<file path="src/rtl/rom_arbiter.sv">
// rom_arbiter: two-port (instruction fetch / load-store) arbiter and
// sequencer in front of a single-port program memory with a one-cycle
// synchronous read.
// Each access is IDLE -> ISSUE -> RESP, or IDLE -> RESP when the address
// falls outside the window or is not word aligned.
// Optional feature macro: ROM_ARB_ROUND_ROBIN_EN. When it is defined, ties
// alternate between the ports. When it is undefined, the data port always
// wins a tie.
module rom_arbiter #(
   parameter logic [31:0] BASE_ADDR    = 32'h0800_0000,
   parameter logic [31:0] WINDOW_BYTES = 32'd256
) (
   input  logic        clock,
   input  logic        reset,
   input  logic        ifetch_req,
   input  logic [31:0] ifetch_addr,
   output logic        ifetch_ack,
   output logic [31:0] ifetch_rdata,
   output logic        ifetch_err,
   input  logic        data_req,
   input  logic        data_we,
   input  logic [31:0] data_addr,
   input  logic [31:0] data_wdata,
   output logic        data_ack,
   output logic [31:0] data_rdata,
   output logic        data_err,
   output logic        mem_write_enable,
   output logic [31:0] mem_address,
   output logic [31:0] mem_data_in,
   input  logic [31:0] mem_data_out
);

   localparam logic [1:0] ST_IDLE  = 2'd0;
   localparam logic [1:0] ST_ISSUE = 2'd1;
   localparam logic [1:0] ST_RESP  = 2'd2;

   logic [1:0]  state_q, state_d;
   logic        win_data_q, win_data_d;   // 1 = data port holds the grant
   logic        we_q, we_d;
   logic        err_q, err_d;
   logic        mem_write_enable_q, mem_write_enable_d;
   logic [31:0] mem_address_q, mem_address_d;
   logic [31:0] mem_data_in_q, mem_data_in_d;
   logic        ifetch_ack_q, ifetch_ack_d;
   logic        ifetch_err_q, ifetch_err_d;
   logic        data_ack_q, data_ack_d;
   logic        data_err_q, data_err_d;

   logic        any_req;
   logic        pick_data;
   logic        sel_we;
   logic [31:0] sel_addr;
   logic [31:0] offset;
   logic        addr_ok;

   assign any_req = data_req | ifetch_req;

`ifdef ROM_ARB_ROUND_ROBIN_EN
   logic last_data_q, last_data_d;   // 1 = the last grant went to the data port

   // On a tie, grant the port that was not granted last.
   always_comb begin
      pick_data = data_req & (~ifetch_req | ~last_data_q);
   end

   // The pointer moves only when a grant is actually made.
   always_comb begin
      last_data_d = last_data_q;
      if ((state_q == ST_IDLE) && any_req) begin
         last_data_d = pick_data;
      end
   end

   // Reset leaves the pointer at "last = fetch", so data wins the first tie.
   always_ff @(posedge clock or posedge reset) begin
      if (reset) begin
         last_data_q <= 1'b0;
      end else begin
         last_data_q <= last_data_d;
      end
   end
`else
   assign pick_data = data_req;
`endif

   // Window check. An address below BASE_ADDR wraps to a huge offset, so a
   // single unsigned compare also rejects it.
   always_comb begin
      sel_addr = pick_data ? data_addr : ifetch_addr;
      sel_we   = pick_data & data_we;
      offset   = sel_addr - BASE_ADDR;
      addr_ok  = (offset < WINDOW_BYTES) && (sel_addr[1:0] == 2'b00);
   end

   // Sequencer: latches the winning request in IDLE. It drives the memory
   // only for the ISSUE cycle and raises the ack/err registers as RESP starts.
   always_comb begin
      state_d            = state_q;
      win_data_d         = win_data_q;
      we_d               = we_q;
      err_d              = err_q;
      mem_write_enable_d = 1'b0;
      mem_address_d      = '0;
      mem_data_in_d      = '0;
      ifetch_ack_d       = 1'b0;
      ifetch_err_d       = 1'b0;
      data_ack_d         = 1'b0;
      data_err_d         = 1'b0;
      case (state_q)
         ST_IDLE: begin
            if (any_req) begin
               win_data_d = pick_data;
               we_d       = sel_we;
               err_d      = ~addr_ok;
               if (addr_ok) begin
                  state_d            = ST_ISSUE;
                  mem_address_d      = offset;
                  mem_data_in_d      = sel_we ? data_wdata : '0;
                  mem_write_enable_d = sel_we;
               end else begin
                  state_d      = ST_RESP;
                  data_ack_d   = pick_data;
                  data_err_d   = pick_data;
                  ifetch_ack_d = ~pick_data;
                  ifetch_err_d = ~pick_data;
               end
            end
         end
         ST_ISSUE: begin
            state_d      = ST_RESP;
            data_ack_d   = win_data_q;
            ifetch_ack_d = ~win_data_q;
         end
         ST_RESP: begin
            state_d = ST_IDLE;
         end
         default: begin
            state_d = ST_IDLE;
         end
      endcase
   end

   // State and registered outputs. The asynchronous reset drops
   // mem_write_enable immediately, which aborts a store that is in ISSUE.
   always_ff @(posedge clock or posedge reset) begin
      if (reset) begin
         state_q            <= ST_IDLE;
         win_data_q         <= 1'b0;
         we_q               <= 1'b0;
         err_q              <= 1'b0;
         mem_write_enable_q <= 1'b0;
         mem_address_q      <= '0;
         mem_data_in_q      <= '0;
         ifetch_ack_q       <= 1'b0;
         ifetch_err_q       <= 1'b0;
         data_ack_q         <= 1'b0;
         data_err_q         <= 1'b0;
      end else begin
         state_q            <= state_d;
         win_data_q         <= win_data_d;
         we_q               <= we_d;
         err_q              <= err_d;
         mem_write_enable_q <= mem_write_enable_d;
         mem_address_q      <= mem_address_d;
         mem_data_in_q      <= mem_data_in_d;
         ifetch_ack_q       <= ifetch_ack_d;
         ifetch_err_q       <= ifetch_err_d;
         data_ack_q         <= data_ack_d;
         data_err_q         <= data_err_d;
      end
   end

   assign mem_write_enable = mem_write_enable_q;
   assign mem_address      = mem_address_q;
   assign mem_data_in      = mem_data_in_q;
   assign ifetch_ack       = ifetch_ack_q;
   assign ifetch_err       = ifetch_err_q;
   assign data_ack         = data_ack_q;
   assign data_err         = data_err_q;

   // Read data appears only during RESP, only for the winner, and only for
   // a valid load or fetch. It passes straight through from the memory,
   // because memory data is not valid until the edge that enters RESP.
   assign data_rdata   = ((state_q == ST_RESP) && win_data_q && !err_q && !we_q)
                         ? mem_data_out : '0;
   assign ifetch_rdata = ((state_q == ST_RESP) && !win_data_q && !err_q)
                         ? mem_data_out : '0;

endmodule
</file>
<file path="config.mk">
export PLATFORM = sky130hd
export DESIGN_NAME = rom_arbiter
export DESIGN_NICKNAME = d
export VERILOG_FILES = /design/src/rtl/rom_arbiter.sv
export SDC_FILE = /design/constraint.sdc
export NUM_CORES = 1
export LEC_CHECK = 0
export CAP_MARGIN = 20
export CORE_MARGIN = 5
export CORE_UTILIZATION = 32
export DETAILED_ROUTE_END_ITERATION = 7
export PLACE_DENSITY = 0.82
export SETUP_SLACK_MARGIN = 0.5
export SLEW_MARGIN = 20
export SYNTH_ARGS = -nofsm -noshare
export SYNTH_HDL_FRONTEND = slang
export SYNTH_SLANG_ARGS = --single-unit
export TNS_END_PERCENT = 5
</file>
<file path="constraint.sdc">
create_clock -name clock -period 3.5 [get_ports clock]
set_input_delay 1.05 -clock clock [delete_from_list [all_inputs] [get_ports clock]]
set_output_delay 1.05 -clock clock [all_outputs]
set_load 0.1 [all_outputs]
</file>
==> results of run 1 <==
power breakdown:
part	switching, uW	internal, uW	total, uW	leakage [uW]
logic	232	183	416	0.00217
clock network	332	341	673	0.000102
registers	11.9	878	890	0.000958
layout by cell type (no fill, tap or decap), types with 5 or more instances in the layout:
master	n
nor3_1	5
buf_12	66
clkdlybuf4s50_1	129
nor2_1	9
nand2_1	8
nor4_1	5
conb_1	26
mux2i_1	8
and2_4	32
and2_1	64
buf_4	78
dfrtp_1	74
clkbuf_8	9
layer usage:
metal | global-route usage [%] | up-vias | routed length [um]
met4 | 9.38 | 0 | 391
met3 | 9.18 | 32 | 1380
li1 | - | 1439 | -
met1 | 19.7 | 1449 | 3760
met2 | 41.5 | 178 | 6920
met5 | 0 | - | 0
metrics by stage:
step	std cells	hold WS [ns]	area, um2	worst slack (ns)
floorplan	283	0.451	3150	0.309
finish	699	0.501	6880	0.505
global placement	675	0.473	6450	0.199
CTS	698	0.507	6820	0.461
detailed placement	675	0.481	6450	0.00844
global route	699	0.526	6880	0.450
synthesized netlist by cell type, drive strengths merged:
library cell | number | area (um2)
ha | 1 | 12.5
mux2i | 10 | 100
o2111a | 2 | 23.8
or3b | 1 | 8.76
a22oi | 1 | 7.51
a21o | 1 | 7.51
o2111ai | 1 | 8.76
mux2 | 1 | 11.3
nor4 | 7 | 50.1
dfrtp | 74 | 1850
nand2b | 1 | 6.26
a222oi | 1 | 10.0
inv | 3 | 11.3
clkbuf | 7 | 26.3
and2 | 96 | 601
o211a | 2 | 20.0
nand3 | 1 | 5.00
nor3 | 6 | 30.0
o22ai | 2 | 12.5
o31ai | 1 | 7.51
nor2 | 11 | 41.3
o21a | 1 | 7.51
nand3b | 1 | 7.51
buf | 5 | 56.3
nand4b | 3 | 26.3
a21oi | 2 | 10.0
conb | 1 | 3.75
a211o | 1 | 8.76
nand2 | 8 | 30.0
and3 | 1 | 6.26
nor4b | 2 | 17.5
xor2 | 1 | 8.76
o32ai | 1 | 8.76
o21ai | 1 | 5.00
final timing paths:
path / cells after the start / endpoint / slack, ns / from
max in group asynchronous: 3 / mem_data_in[28] / 2.11 / reset
setup reg to reg: 6 / mem_data_in[29] / 1.94 / state_q[1]
min in group asynchronous: 3 / mem_write_enable / 1.10 / reset
hold / removal: 1 / err_q / 0.50 / err_q
setup / recovery: 3 / ifetch_rdata[4] / 0.50 / mem_data_out[4]
hold reg to reg: 1 / err_q / 0.50 / err_q
worst max-delay path: cells and delay by family:
family	cells	cell delay, ns
buffers and inverters	2	0.68
and+or+nand+nor	1	0.21
layout make-up:
class / count / area, um2
clock inverter: 7 / 83.8
fill: 644 / 2400
inverter: 3 / 11.3
tap: 129 / 161
timing repair buffer: 283 / 3330
multi-input combinational: 194 / 1320
clock buffer: 9 / 124
sequential: 74 / 1850
repair_timing:
item	in CTS	in global routing
pin swaps	3	4
setup buffers	4	0
gates cloned	3	1
gates resized for setup	42	17
hold buffers	0	0
endpoints found under the setup margin	102	108
logic make-up (layout without fill, tap and decap cells):
kind of cell | count (synthesis) | in the layout
AOI/OAI and AO/OA | 17 | 17
buffers and inverters | 15 | 302
and+or+nand+nor | 138 | 138
DFF | 74 | 74
muxes | 11 | 11
other | 1 | 26
adders and majority gates | 1 | 1
xor gates and xnor gates | 1 | 1
==> results.tsv, run 1 <==
metric	value	unit
All-Layer GR Usage	21.7	%
DR pass1 iterations	4	
total wire length	12500	um
first-pass GRT wire length	19000	um
Iteration-0 DRC Markers	97	
status	completed	
Crit Path Class	in -> out	
GR Overflow Total	0	
fin nets	699	
# IOs	266	
pin count of the biggest net entering global routing	75	
post-synthesis sequential area ratio	60.7	%
wire per inst	17.8	um
worst skew pair latency	0.35	ns
number of global-route vias before repair	3539	
TritonCTS buffer count	9	
fmax	0.334	GHz
CTS max path bufs	2	
Port Buf Inserts	265	
die width	108	um
number of warnings issued by yosys	0	
Finish-stage setup viols	0	
Crit-path slowest cell	clkdlybuf4s50_1	
crit path max fanout	2	
Critical Path End Type	output pin	
die area	11600	um2
worst endpoint required time	2.45	ns
mux cell area share after synthesis	3.65	%
main combinational cell family by area after synthesis	simple AND/OR/NAND/NOR gates	
gpl congestion	0.894	
Initial Util	32.8	%
RSZ-0062 raised after global routing	yes	
Critical Path, Cell by Cell	clkdlybuf4s50_1 -> and2_1 -> buf_12	
slowest stage delay, CP	0.48	ns
Mapped Area	3050	um2
CTS H-tree lvls	3	
pwr dens	288	nW/um2
Routed Antenna Nets	0	
clk slew on worst S/H paths	0.07	ns
area grow syn2layout	126	%
initial antenna violation count	0	
Clock Sink Count	74	
CTS tree	yes	
FF+latch count, synth	74	
Max VDD drop	231	uV
Leakage	0.00323	uW
crit path DAT	1.95	ns
Post-Synth XOR/XNOR Area	0.287	%
setup TNS	0	ns
adder-cell share of the synthesized area	0.410	%
final period utilization	85.6	%
Period minus WS final	3.00	ns
routed via count	3098	
Post-Synthesis Cells	258	
Hold Path Class	reg -> reg	
Final Util	74.1	%
fraction of layout cells with a size suffix above 1	37.0	%
max cap viols	0	
DP HPWL	9950	um
syn_area_per_cell	11.8	um2
root buffer selected by CTS	clkbuf_8	
DRC errors left	0	
Slew Viols, Final	0	
skew final	0.0110	ns
chip height	108	um
post-synthesis cell type count	36	
Ant. Diodes	0	
CP startpoint kind	input port	
Std-Cell Rows	35	
Compound-Gate Fraction of Synth Area	4.51	%
count of final hold-check violations	0	
simple-gate share of the synthesized area	27.2	%
final total power	1980	uW
Vias/cell	4.43	
Placeable Area	9280	um2
Power figures use the tool's default switching activity.
==> inputs of run 2 (changes only) <==
--- a/config.mk
+++ b/config.mk
@@ -10,6 +10,7 @@
 export CORE_UTILIZATION = 32
 export DETAILED_ROUTE_END_ITERATION = 7
 export PLACE_DENSITY = 0.82
+export REMOVE_ABC_BUFFERS = 1
 export SETUP_SLACK_MARGIN = 0.5
 export SLEW_MARGIN = 20
 export SYNTH_ARGS = -nofsm -noshare
==> constraint.sdc (replaced) <==
create_clock -name clock -period 2.97 [get_ports clock]
set_input_delay 0.891 -clock clock [delete_from_list [all_inputs] [get_ports clock]]
set_output_delay 0.891 -clock clock [all_outputs]
set_load 0.1 [all_outputs]
==> run 2 against run 1 <==
  * Critical path depth rose by 3
  * Clock skew hardly changed
  * Register-to-register slack lost 0.53 ns
  * Clock-buffer cell count unchanged
  * Die area unchanged
  * First-iteration DRC count down 8.2%
  * Worst setup slack got worse by 0.36 ns
  * Via count fell by 1.5%
  * Sequential cell count unchanged
  * Sequential power up 18%
  * Power grew 20%
  * Cell area up 0.22%
  * Critical path type is now reg -> out
==> results.tsv, run 2 (synthesis gave the netlist of run 1 again) <==
metric	value	unit
Vias/cell	4.34	
CTS max path bufs	2	
die area	11600	um2
first-pass GRT wire length	17000	um
Critical Path End Type	output pin	
# IOs	266	
Post-DP Area	6500	um2
clk slew on worst S/H paths	0.08	ns
Hold Path Class	reg -> reg	
DP HPWL	9660	um
worst endpoint required time	2.08	ns
Ant. Diodes	0	
most common cell after layout, fill and taps aside	clkdlybuf4s50_1	
chip height	108	um
tightest hold margin	0.516	ns
Sw Share	27.5	%
Period minus WS final	2.83	ns
Max VDD drop	332	uV
number of global-route vias before repair	3267	
Hold Startpoint	err_q	
Int Pwr	1730	uW
worst hold endpoint	err_q	
All-Layer GR Usage	19.3	%
worst reg2reg path startpoint	state_q[0]	
clock share of power	35.3	%
max cap viols	0	
Placeable Area	9280	um2
Worst R2R End	mem_data_in[18]	
sequential share of power	44.0	%
skew final	0.0109	ns
multi-input logic area	1310	um2
area grow syn2layout	126	%
register area	1850	um2
Routed Antenna Nets	0	
WHS Path Cells	1	
DR pass1 iterations	4	
Iteration-0 DRC Markers	89	
Clock Sink Count	74	
P_sw	656	uW
GR Overflow Total	0	
gpl congestion	0.832	
most frequent cells in the layout	clkdlybuf4s50_1, buf_4, dfrtp_1	
TritonCTS buffer count	9	
Leakage	0.00324	uW
fillers	607	
reg2reg setup slack	1.41	ns
die width	108	um
Comb pwr share	20.7	%
fraction of layout cells with a size suffix above 1	37.0	%
Crit Path Class	reg -> out	
pin count of the biggest net entering global routing	48	
status	completed	
total wire length	11500	um
Finish-stage setup viols	0	
final period utilization	95.2	%
routed via count	3050	
crit path DAT	1.94	ns
Initial Util	32.8	%
Port Buf Inserts	265	
root buffer selected by CTS	clkbuf_8	
Slew Viols, Final	0	
pwr dens	346	nW/um2
CP startpoint kind	flop	
count of final hold-check violations	0	
crit path max fanout	16	
initial antenna violation count	0	
CTS tree	yes	
fin nets	703	
RSZ-0062 raised after global routing	yes	
fmax	0.354	GHz
worst skew pair latency	0.33	ns
CTS H-tree lvls	3	
DRC errors left	0	
Std-Cell Rows	35	
fin area	6890	um2
R2R depth	6	
wire per inst	16.4	um
[run 2: worst max path at each step]
stage | from | end | cells past startpoint
detailed placement | data_req | mem_data_in[18] | 9
floorplan | state_q[0] | data_rdata[0] | 3
CTS | state_q[0] | data_rdata[23] | 6
global placement | data_req | mem_data_in[14] | 9
finish | state_q[0] | data_rdata[17] | 6
global route | state_q[0] | data_rdata[17] | 6
[run 2: per-layer routing]
layer	global-route usage, %	routed length [um]	vias up
met4	8.66	378	0
met2	35.6	6210	160
met3	7.20	1070	24
met5	0	0	-
met1	19.2	3880	1413
li1	-	-	1453
[run 2: final cells by class]
| class | count | share of cell area [%] |
|---|---|---|
| Clock inverter | 6 | 1.31 |
| Inverter | 3 | 0.163 |
| Clock buffer | 9 | 1.80 |
| Timing Repair Buffer | 287 | 48.6 |
| Multi-Input combinational cell | 194 | 18.9 |
| Sequential cell | 74 | 26.9 |
| Tap cell | 129 | 2.34 |
[run 2: through the flow]
step | utilization, % | setup slack [ns] | TNS (ns) | cells | total power, uW
floorplan | - | -0.728 | -32.92 | 271 | 1290
global placement | 70.1 | -0.149 | -5.29 | 681 | 1550
detailed placement | 70.1 | -0.251 | -9.27 | 681 | 1560
CTS | 73.4 | 0.131 | 0 | 702 | 2410
global route | 74.3 | 0.0599 | 0 | 702 | 2480
finish | 74.3 | 0.143 | 0 | 702 | 2380
[run 2: power groups by stage]
stage / logic, uW / registers, uW / clock network (uW)
after floorplan: 61.3 / 1230 / 0
after global placement: 482 / 1070 / 0
after detailed placement: 489 / 1070 / 0
after CTS: 495 / 1050 / 867
after global routing: 520 / 1050 / 913
final: 494 / 1050 / 841
[run 2: worst max-delay path, cell delays in order (launching register included)]
cell	delay [ns]
dfrtp_1	0.39
or3b_4	0.44
nor3_4	0.14
buf_4	0.16
buf_16	0.14
and2_4	0.17
buf_12	0.17
[run 2: repair_timing]
action,CTS,global route
endpoints found under the setup margin,110,110
setup buffers,4,0
pin swaps,0,0
hold buffers,0,0
gates resized for setup,13,31
gates cloned,2,0
